**config.mk**
```make
export PLATFORM = sky130hd
export DESIGN_NAME = register_selector_flat
export DESIGN_NICKNAME = d
export VERILOG_FILES = /design/src/rtl/register_selector_if.sv /design/src/rtl/register_selector.sv /design/src/flat_wrapper.sv
export SDC_FILE = /design/constraint.sdc
export NUM_CORES = 1
export LEC_CHECK = 0
export ABC_AREA = 1
export CAP_MARGIN = 15
export CORE_MARGIN = 3
export CORE_UTILIZATION = 57
export CTS_CLUSTER_SIZE = 8
export DETAILED_ROUTE_END_ITERATION = 6
export DONT_BUFFER_PORTS = 1
export GPL_TIMING_DRIVEN = 0
export PLACE_DENSITY = 0.75
export SYNTH_ARGS = -nofsm -noshare
export SYNTH_HDL_FRONTEND = slang
export SYNTH_SLANG_ARGS = --single-unit
export TNS_END_PERCENT = 100
```
**constraint.sdc**
```tcl
create_clock -name clk -period 1.55 [get_ports clk]
set_input_delay 0.31 -clock clk [delete_from_list [all_inputs] [get_ports clk]]
set_output_delay 0.31 -clock clk [all_outputs]
set_load 0.05 [all_outputs]
```
**src/rtl/register_selector_if.sv**
```systemverilog
// Bundles the register-select event stream and operand/status outputs of register_selector.
// With REG_SELECTOR_DUP_REJECT_EN defined, the dup_err strobe is also carried.
interface register_selector_if;
    logic       is_reg;
    logic [2:0] reg_num;
    logic       op_start;
    logic       op_unary;
    logic       cancel;
    logic [2:0] src_a;
    logic [2:0] src_b;
    logic [2:0] dest;
    logic [3:0] reg_led;
    logic       busy;
    logic       sel_valid;
    logic       timeout;
    logic [2:0] state;
`ifdef REG_SELECTOR_DUP_REJECT_EN
    logic       dup_err;

    modport master (
        output is_reg, reg_num, op_start, op_unary, cancel,
        input  src_a, src_b, dest, reg_led, busy, sel_valid, timeout, state, dup_err
    );
    modport slave (
        input  is_reg, reg_num, op_start, op_unary, cancel,
        output src_a, src_b, dest, reg_led, busy, sel_valid, timeout, state, dup_err
    );
`else
    modport master (
        output is_reg, reg_num, op_start, op_unary, cancel,
        input  src_a, src_b, dest, reg_led, busy, sel_valid, timeout, state
    );
    modport slave (
        input  is_reg, reg_num, op_start, op_unary, cancel,
        output src_a, src_b, dest, reg_led, busy, sel_valid, timeout, state
    );
`endif
endinterface

```
**src/rtl/register_selector.sv**
```systemverilog
// Sequences operand selection (source A, optional source B, destination) from register-button events.
// Optional REG_SELECTOR_DUP_REJECT_EN rejects a source B equal to source A and pulses dup_err.
//
//   state  | meaning
//   IDLE   | waiting for op_start; button events ignored
//   GET_A  | waiting for source A selection
//   GET_B  | waiting for source B selection (skipped for unary ops)
//   GET_D  | waiting for destination selection
//   DONE   | one-cycle sel_valid strobe, then back to IDLE
module register_selector #(
    parameter int unsigned TIMEOUT = 1000000,
    parameter int unsigned TCNT_W  = 20
) (
    input logic                clk,
    input logic                nrst,
    register_selector_if.slave sel_if
);
    typedef enum logic [2:0] {
        IDLE  = 3'd0,
        GET_A = 3'd1,
        GET_B = 3'd2,
        GET_D = 3'd3,
        DONE  = 3'd4
    } state_t;

    localparam logic [TCNT_W-1:0] TCNT_LAST = TCNT_W'(TIMEOUT - 1);

    state_t            state_q, state_d;
    logic              is_reg_d_q;
    logic              unary_q, unary_d;
    logic [2:0]        src_a_q, src_a_d;
    logic [2:0]        src_b_q, src_b_d;
    logic [2:0]        dest_q, dest_d;
    logic [3:0]        reg_led_q, reg_led_d;
    logic              sel_valid_q, sel_valid_d;
    logic              timeout_q, timeout_d;
    logic [TCNT_W-1:0] tcnt_q, tcnt_d;
    logic              clear_sel;
    logic              ev_valid;
    logic [3:0]        ev_led;
`ifdef REG_SELECTOR_DUP_REJECT_EN
    logic              dup_err_q, dup_err_d;
`endif

    // reg_num trails the is_reg pulse by one cycle, so it is qualified by the delayed pulse
    assign ev_valid = is_reg_d_q && (sel_if.reg_num != 3'd0) && (sel_if.reg_num <= 3'd4);

    always_comb begin
        ev_led = 4'b0000;
        case (sel_if.reg_num)
            3'd1:    ev_led = 4'b0001;
            3'd2:    ev_led = 4'b0010;
            3'd3:    ev_led = 4'b0100;
            3'd4:    ev_led = 4'b1000;
            default: ev_led = 4'b0000;
        endcase
    end

    always_comb begin
        state_d     = state_q;
        unary_d     = unary_q;
        src_a_d     = src_a_q;
        src_b_d     = src_b_q;
        dest_d      = dest_q;
        reg_led_d   = reg_led_q;
        sel_valid_d = 1'b0;
        timeout_d   = 1'b0;
        tcnt_d      = tcnt_q;
        clear_sel   = 1'b0;
`ifdef REG_SELECTOR_DUP_REJECT_EN
        dup_err_d   = 1'b0;
`endif
        if (sel_if.cancel) begin
            state_d   = IDLE;
            tcnt_d    = '0;
            clear_sel = 1'b1;
        end else begin
            case (state_q)
                IDLE: begin
                    tcnt_d = '0;
                    if (sel_if.op_start) begin
                        state_d   = GET_A;
                        unary_d   = sel_if.op_unary;
                        clear_sel = 1'b1;
                    end
                end
                GET_A, GET_B, GET_D: begin
                    if (ev_valid) begin
                        tcnt_d = '0;
                        case (state_q)
                            GET_A: begin
                                src_a_d   = sel_if.reg_num;
                                reg_led_d = reg_led_q | ev_led;
                                state_d   = unary_q ? GET_D : GET_B;
                            end
                            GET_B: begin
`ifdef REG_SELECTOR_DUP_REJECT_EN
                                if (sel_if.reg_num == src_a_q)
                                    dup_err_d = 1'b1;
                                else
`endif
                                begin
                                    src_b_d   = sel_if.reg_num;
                                    reg_led_d = reg_led_q | ev_led;
                                    state_d   = GET_D;
                                end
                            end
                            default: begin
                                dest_d      = sel_if.reg_num;
                                reg_led_d   = reg_led_q | ev_led;
                                state_d     = DONE;
                                sel_valid_d = 1'b1;
                            end
                        endcase
                    end else if (tcnt_q == TCNT_LAST) begin
                        state_d   = IDLE;
                        timeout_d = 1'b1;
                        tcnt_d    = '0;
                        clear_sel = 1'b1;
                    end else begin
                        tcnt_d = tcnt_q + 1'b1;
                    end
                end
                // DONE and any illegal encoding fall back to IDLE
                default: begin
                    state_d = IDLE;
                    tcnt_d  = '0;
                end
            endcase
        end
        if (clear_sel) begin
            src_a_d   = 3'd0;
            src_b_d   = 3'd0;
            dest_d    = 3'd0;
            reg_led_d = 4'b0000;
        end
    end

    always_ff @(posedge clk or negedge nrst) begin
        if (!nrst) begin
            state_q     <= IDLE;
            is_reg_d_q  <= 1'b0;
            unary_q     <= 1'b0;
            src_a_q     <= 3'd0;
            src_b_q     <= 3'd0;
            dest_q      <= 3'd0;
            reg_led_q   <= 4'b0000;
            sel_valid_q <= 1'b0;
            timeout_q   <= 1'b0;
            tcnt_q      <= '0;
`ifdef REG_SELECTOR_DUP_REJECT_EN
            dup_err_q   <= 1'b0;
`endif
        end else begin
            state_q     <= state_d;
            is_reg_d_q  <= sel_if.is_reg;
            unary_q     <= unary_d;
            src_a_q     <= src_a_d;
            src_b_q     <= src_b_d;
            dest_q      <= dest_d;
            reg_led_q   <= reg_led_d;
            sel_valid_q <= sel_valid_d;
            timeout_q   <= timeout_d;
            tcnt_q      <= tcnt_d;
`ifdef REG_SELECTOR_DUP_REJECT_EN
            dup_err_q   <= dup_err_d;
`endif
        end
    end

    assign sel_if.src_a     = src_a_q;
    assign sel_if.src_b     = src_b_q;
    assign sel_if.dest      = dest_q;
    assign sel_if.reg_led   = reg_led_q;
    assign sel_if.sel_valid = sel_valid_q;
    assign sel_if.timeout   = timeout_q;
    assign sel_if.state     = state_q;
    assign sel_if.busy      = (state_q == GET_A) || (state_q == GET_B) || (state_q == GET_D);
`ifdef REG_SELECTOR_DUP_REJECT_EN
    assign sel_if.dup_err   = dup_err_q;
`endif
endmodule

```
**src/flat_wrapper.sv**
```systemverilog
// flat-port wrapper written by rule: the top's interface ports become plain ports
module register_selector_flat 
#(
    parameter int unsigned TIMEOUT = 1000000,
    parameter int unsigned TCNT_W  = 20
)
  (clk, nrst, sel_if_is_reg, sel_if_reg_num, sel_if_op_start, sel_if_op_unary, sel_if_cancel, sel_if_src_a, sel_if_src_b, sel_if_dest, sel_if_reg_led, sel_if_busy, sel_if_sel_valid, sel_if_timeout, sel_if_state);
  register_selector_if sel_if_i ();
  input logic clk;
  input logic nrst;
  input wire logic [$bits(sel_if_i.is_reg)-1:0] sel_if_is_reg;
  input wire logic [$bits(sel_if_i.reg_num)-1:0] sel_if_reg_num;
  input wire logic [$bits(sel_if_i.op_start)-1:0] sel_if_op_start;
  input wire logic [$bits(sel_if_i.op_unary)-1:0] sel_if_op_unary;
  input wire logic [$bits(sel_if_i.cancel)-1:0] sel_if_cancel;
  output wire logic [$bits(sel_if_i.src_a)-1:0] sel_if_src_a;
  output wire logic [$bits(sel_if_i.src_b)-1:0] sel_if_src_b;
  output wire logic [$bits(sel_if_i.dest)-1:0] sel_if_dest;
  output wire logic [$bits(sel_if_i.reg_led)-1:0] sel_if_reg_led;
  output wire logic [$bits(sel_if_i.busy)-1:0] sel_if_busy;
  output wire logic [$bits(sel_if_i.sel_valid)-1:0] sel_if_sel_valid;
  output wire logic [$bits(sel_if_i.timeout)-1:0] sel_if_timeout;
  output wire logic [$bits(sel_if_i.state)-1:0] sel_if_state;
  assign sel_if_i.is_reg = sel_if_is_reg;
  assign sel_if_i.reg_num = sel_if_reg_num;
  assign sel_if_i.op_start = sel_if_op_start;
  assign sel_if_i.op_unary = sel_if_op_unary;
  assign sel_if_i.cancel = sel_if_cancel;
  assign sel_if_src_a = sel_if_i.src_a;
  assign sel_if_src_b = sel_if_i.src_b;
  assign sel_if_dest = sel_if_i.dest;
  assign sel_if_reg_led = sel_if_i.reg_led;
  assign sel_if_busy = sel_if_i.busy;
  assign sel_if_sel_valid = sel_if_i.sel_valid;
  assign sel_if_timeout = sel_if_i.timeout;
  assign sel_if_state = sel_if_i.state;
  register_selector #(.TIMEOUT(TIMEOUT), .TCNT_W(TCNT_W)) u_core (.clk(clk), .nrst(nrst), .sel_if(sel_if_i));
endmodule
```
Word-level counts from Yosys, hierarchy flattened --
Index checks and enable logic that the tools add are counted.
Word-level totals: register bits after elaboration 40, bits of input ports 9, output and inout bits 19, logic and storage cells 86
Operators by class: add/subtract/negate cells 1, $lt $le $gt $ge 1, equality and inequality tests 12, mux-type cells 42, bitwise gates (word level) 2, reduce and logical (&&, ||, !) cells 18
Operators by type and width (number):
- 20-bit 2-to-1 mux | 4
- 3-bit 2-to-1 mux | 19
- 20-bit by 1-bit adder with 20-bit output, second input constant | 1
- 20-bit == test, second input constant | 1
- 4-bit 2-to-1 mux | 4
- 4-bit one-hot mux with 4 select lines | 1
- 3-bit by 2-bit == test with 1-bit output, second input constant | 4
- 3-bit one-hot mux with 2 select lines | 2
- 4-bit AND reduction | 3
- 1-bit 2-to-1 mux | 11
- 2-bit nonzero test | 4
- 3-bit by 1-bit == test with 1-bit output, second input constant | 2
- 3-bit AND reduction | 2
- 2-bit by 1-bit inequality test with 1-bit output, second input constant | 2
- 4-bit by 2-bit inequality test with 1-bit output, second input constant | 1
- 4-bit bitwise OR | 1
- 3-bit == test, second input constant | 1
- 3-bit <= comparator, second input constant | 1
- 3-bit zero test | 1
- 3-bit inequality test, second input constant | 1
- 3-bit nonzero test | 1
- 3-bit OR reduction | 1
- 1-bit logical AND | 2
- 1-bit logical OR | 2
- 4 further kinds | 4

Logic depth before layout (Yosys ltp) --
depth in word-level cells 8, gate-level depth with buffers 10, gate-level depth less buffers 10

Worst setup path after synthesis --
Ideal clock, no wire load.
path type reg-to-reg, start point register u_core.state_q[0] (netlist: u_core.sel_if.state[0]), end point register u_core.dest_q[0] (netlist: u_core.sel_if.dest[0]), setup time 0.121 ns, arrival 1.733 ns, required time 1.429 ns, path slack -0.303 ns, cell stages (with the launch flop) 8, buffers on the path 0, period minus slack after synthesis 1.853 ns, cell sequence dfrtp_1 > nor2_2 > nor2_4 > inv_1 > nor2_2 > nand2_1 > nand4_1 > nand2_1
Between the ends: longest elaborated chain between the ends 6, elaborated cells between the ends (all ways) 14, those cells by class eq/ne: 5; mux: 3; reduce/logical: 6
RTL lines:
- start: declaration | RTL line register_selector.sv:28 | state_t state_q, state_d;
- start signal: assignment | RTL line register_selector.sv:155 | state_q <= state_d;
- 3-bit by 2-bit == test with 1-bit output (tied with other cells) | RTL line register_selector.sv:78 | case (state_q)
- 3-bit OR reduction | RTL line register_selector.sv:78
- 1-bit one-hot mux with 2 select lines | RTL line register_selector.sv:78
- 1-bit 2-to-1 mux | RTL line register_selector.sv:73 | if (sel_if.cancel) begin
- 2-bit by 1-bit inequality test with 1-bit output (no source line) or 2-bit nonzero test (tied branches)
- 4-bit AND reduction (no source line)
- end signal: assignment | RTL line register_selector.sv:160 | dest_q <= dest_d;
- end: declaration | RTL line register_selector.sv:33 | logic [2:0] dest_q, dest_d;
Parallel ways exist; a longest one is shown, timed or not. A chain may end at the register's enable or synchronous reset.

Worst setup path after layout --
start point register u_core.state_q[1] (netlist: u_core.sel_if.state[1]), end point register u_core.tcnt_q[3]
Between the ends: longest elaborated chain between the ends 4, elaborated cells between the ends (all ways) 6, those cells by class eq/ne: 3; mux: 2; reduce/logical: 1
RTL lines:
- 3-bit by 2-bit == test with 1-bit output or 3-bit by 1-bit == test with 1-bit output (tied branches) | RTL line register_selector.sv:78
- 3-bit OR reduction * | RTL line register_selector.sv:78
- 20-bit 2-to-1 mux * | RTL line register_selector.sv:78
- 20-bit 2-to-1 mux * | RTL line register_selector.sv:73
- net u_core.tcnt_d[3] | RTL line register_selector.sv:37 | logic [TCNT_W-1:0] tcnt_q, tcnt_d;
- end signal: assignment | RTL line register_selector.sv:164 | tcnt_q <= tcnt_d;
- end: declaration | RTL line register_selector.sv:37
Mark *: on every way through the listed nets, which the timed path passes. The rest lies on a longest branch.

==> out/qor.yml <==
outcome:
  status: "finished, violations left"
  violations: "negative setup slack"
timing:
  finalCritPeriodShare_pct: 113
  fin_crit_ns: 1.75
  maxSlewHeadroom_pct: 66.5
  clock_skew_ns: 0.0106
  tightest_slew_ns: 0.502
  finalSetupViolCount: 36
  hold_violations: 0
  grt_setup_unrepaired: "yes"
  fin_ws_ns: -0.200
  fmax_ghz: 0.571
  maxSlewViolCount: 0
placed_design:
  gp_congestion: 0.857
  placedCellCount: 329
  hpwl_um: 3290
  dp_worst_setup_slack_ns: -0.267
  port_buffers: 0
  placed_area_um2: 2340
detailed_routing:
  wl_met3_um: 255
  first_iter_violations: 148
  ant_nets: 0
  wl_met2_um: 2220
  vias: 1861
  wl_met1_um: 2240
  avgViaCountPerCell: 5.39
  drc_errors: 0
  routedWlPerCell_um: 13.9
  top_layer: "met4"
  dr.pass1.iters: 4
  wirelength_um: 4790
hold_path:
  hp-start: "sel_if_is_reg"
  min_path_cells: 0
  hold_path_end: "u_core.is_reg_d_q"
  hp-class: "in2reg"
synth:
  synth_seq_cells: 40
  ys.flop_type: "dfrtp_1"
  seq_area_frac_synth_pct: 44.6
  ys_types: 31
  ys_warn_count: 0
  synth_area_per_cell_um2: 7.99
  async_reset_ff_share_pct: 100
  synth_edf_count: 0
  synth_fp_nets: 291
  syn-instance-count: 281
  synth_area_um2: 2240
flow_run:
  drv_cap: 0
cts:
  numCtsBuffers: 5
  clkSinkCount: 40
  cts_root_buf: "clkbuf_8"
  clk_pin_slew_worst_paths_ns: 0.07
  h-tree-depth: 2
  cts_tree: "yes"
  insertion_delay_ns: 0.31
  ctsLongestPathBuffers: 2
setup_path:
  worst_r2r_endpoint: "u_core.tcnt_q[3]"
  path_cells: "nor2_4, nor2_4, nand2_4, nor2_4, nand2_8, clkbuf_16, nor2_2"
  crit_fanout: 9
  cpMostUsedCell: "nor2_4"
  cp_num_buf_inv: 1
  crit_cells: 7
  startpoint_type: "flop"
  cp-end-kind: "flop"
  reg2reg_depth: 7
  critical-path-slowest-cell: "dfrtp_2"
  crit_type: "reg2reg"
  required_ns: 1.79
  cp_data_arrival_time_ns: 1.99
  regToRegSetupSlack_ns: -0.20
  path_delay_family: "simple AND/OR/NAND/NOR gates"
  slowest_delay_ns: 0.57
  reg2reg_from: "u_core.sel_if.state[1]"
pwr:
  p_sw_mw: 1.02
  swShare_pct: 35.8
  seqPwrFrac_pct: 44.9
  p_comb_share_pct: 24.7
  internal_power_mw: 1.83
  power_density_nw_per_um2: 1090
  p_leak_nw: 1.15
  clockPowerShare_pct: 30.4
  ir_drop_mv: 0.685
floorplanning:
  die_h_um: 68.8
  num_rows: 22
  dieArea_um2: 4730
  core_area_um2: 3720
  initial_core_util_pct: 60.4
  ioPinCount: 28
  fp.dieW_um: 68.8
final_layout:
  fin_cells: 345
  n_antenna_cell: 0
  final_common_cell: "nand2_1"
  fill_cells: 302
  num-nets-final: 306
  final_cell_mix: "64 x nand2_1, 37 x dfrtp_1, 28 x inv_1"
  final_layout_size_suffix_gt1_share_pct: 26.3
  syn2layout_area_growth_pct: 16.9
  final_area_um2: 2630
global_routing:
  grt_pass1_wl_um: 7530
  grt_pass1_vias: 1698
  grt_max_degree: 41
  antenna_found_initial: 0
  gr-usage-all-layers_pct: 21.5
  grt_overflow: 0
cells in the mapped netlist, types with 2 or more instances:
cell type  count  area, µm²
nor2_4         4       45.0
inv_2          4       15.0
nor2_1        32        120
inv_1         29        109
xor2_1         6       52.6
nor2_2        16        100
dfrtp_1       40       1000
nand2_1       71        267
nor3_1         9       45.0
buf_2          2       10.0
nand2_2        3       18.8
nor3b_1        3       22.5
nand3_1       16       80.1
nand4_1       22        138
a21oi_1        6       30.0
nand2_4        3       33.8
how the worst max path moves through the flow:
stage                                 startpoint                endpoint  slack, ns
after floorplan           u_core.sel_if.state[0]   u_core.sel_if.dest[0]      -0.08
final                     u_core.sel_if.state[1]        u_core.tcnt_q[3]      -0.20
after CTS                 u_core.sel_if.state[1]  u_core.sel_if.src_b[2]      -0.15
after detailed placement  u_core.sel_if.state[2]  u_core.sel_if.src_b[0]      -0.27
after global placement    u_core.sel_if.state[2]   u_core.sel_if.dest[2]      -0.25
after global routing      u_core.sel_if.state[1]   u_core.sel_if.dest[1]      -0.29
worst reg2reg max path: stages (launching register included):
cell and delay [ns]:
dfrtp_2 0.57, nor2_4 0.08, nor2_4 0.39, nand2_4 0.12, nor2_4 0.15, nand2_8 0.12, clkbuf_16 0.18, nor2_2 0.07
registers in the layout (all words and copies together) (netlist names):
name	count
u_core.sel_if.src_a	3
u_core.sel_if.dest	3
u_core.tcnt_q	20
u_core.sel_if.timeout	1
u_core.sel_if.src_b	3
u_core.sel_if.state	3
u_core.unary_q	1
u_core.sel_if.sel_valid	1
u_core.sel_if.reg_led	4
u_core.is_reg_d_q	1
kinds of logic after synthesis:
| logic type | count (synthesis) | synth area share, % |
|---|---|---|
| and+or+nand+nor | 185 | 41.1 |
| DFF | 40 | 44.6 |
| buffers and inverters | 39 | 7.97 |
| AOI/OAI and AO/OA | 8 | 2.51 |
| xor gates and xnor gates | 7 | 2.73 |
| muxes | 1 | 0.502 |
| adders and majority gates | 1 | 0.557 |
final cells by class:
cell class | instances | area [µm²] | area share, %
buffer | 5 | 48.8 | 1.86
clock buffer | 5 | 68.8 | 2.62
clock inverter | 3 | 42.5 | 1.62
inverter | 34 | 135 | 5.15
multi-input combinational | 202 | 1160 | 44.3
sequential | 40 | 1010 | 38.4
tap | 48 | 60.1 | 2.29
timing repair buffer | 8 | 100 | 3.81
timing repair:
item,4_1_cts,5_1_grt
gates cloned,1,1
hold buffers,2,0
gates resized for setup,7,18
endpoints found under the hold margin,40,0
setup endpoints to repair,38,39
pin swaps,4,8
buffers inserted,2,2
per-stage QoR:
| stage | setup TNS, ns | power (mW) | util (%) | hold slack [ns] |
|---|---|---|---|---|
| 3_5_place_dp | -6.72 | 1.84 | 63.0 | 0.0154 |
| 3_3_place_gp | -5.82 | 1.83 | 63.0 | 0.0155 |
| 4_1_cts | -4.10 | 2.76 | 67.9 | 0.0283 |
| 6_report | -5.77 | 2.85 | 70.6 | 0.0327 |
| 2_1_floorplan | -1.55 | 1.75 | - | 0.0144 |
| 5_1_grt | -9.16 | 2.99 | 70.6 | 0.0210 |
metal layers:
metal	global-route usage [%]	up-vias
met1	28.8	871
met2	33.3	47
met4	9.25	0
met5	0	-
li1	-	937
met3	4.70	6
power groups by stage:
stage	Combinational [mW]	Sequential, mW	Clock (mW)
after floorplan	0.472	1.28	0
final	0.704	1.28	0.867
after detailed placement	0.543	1.30	0
after CTS	0.609	1.28	0.876
after global placement	0.534	1.29	0
after global routing	0.774	1.29	0.925
Note: power is estimated with default switching activity, not from simulation.
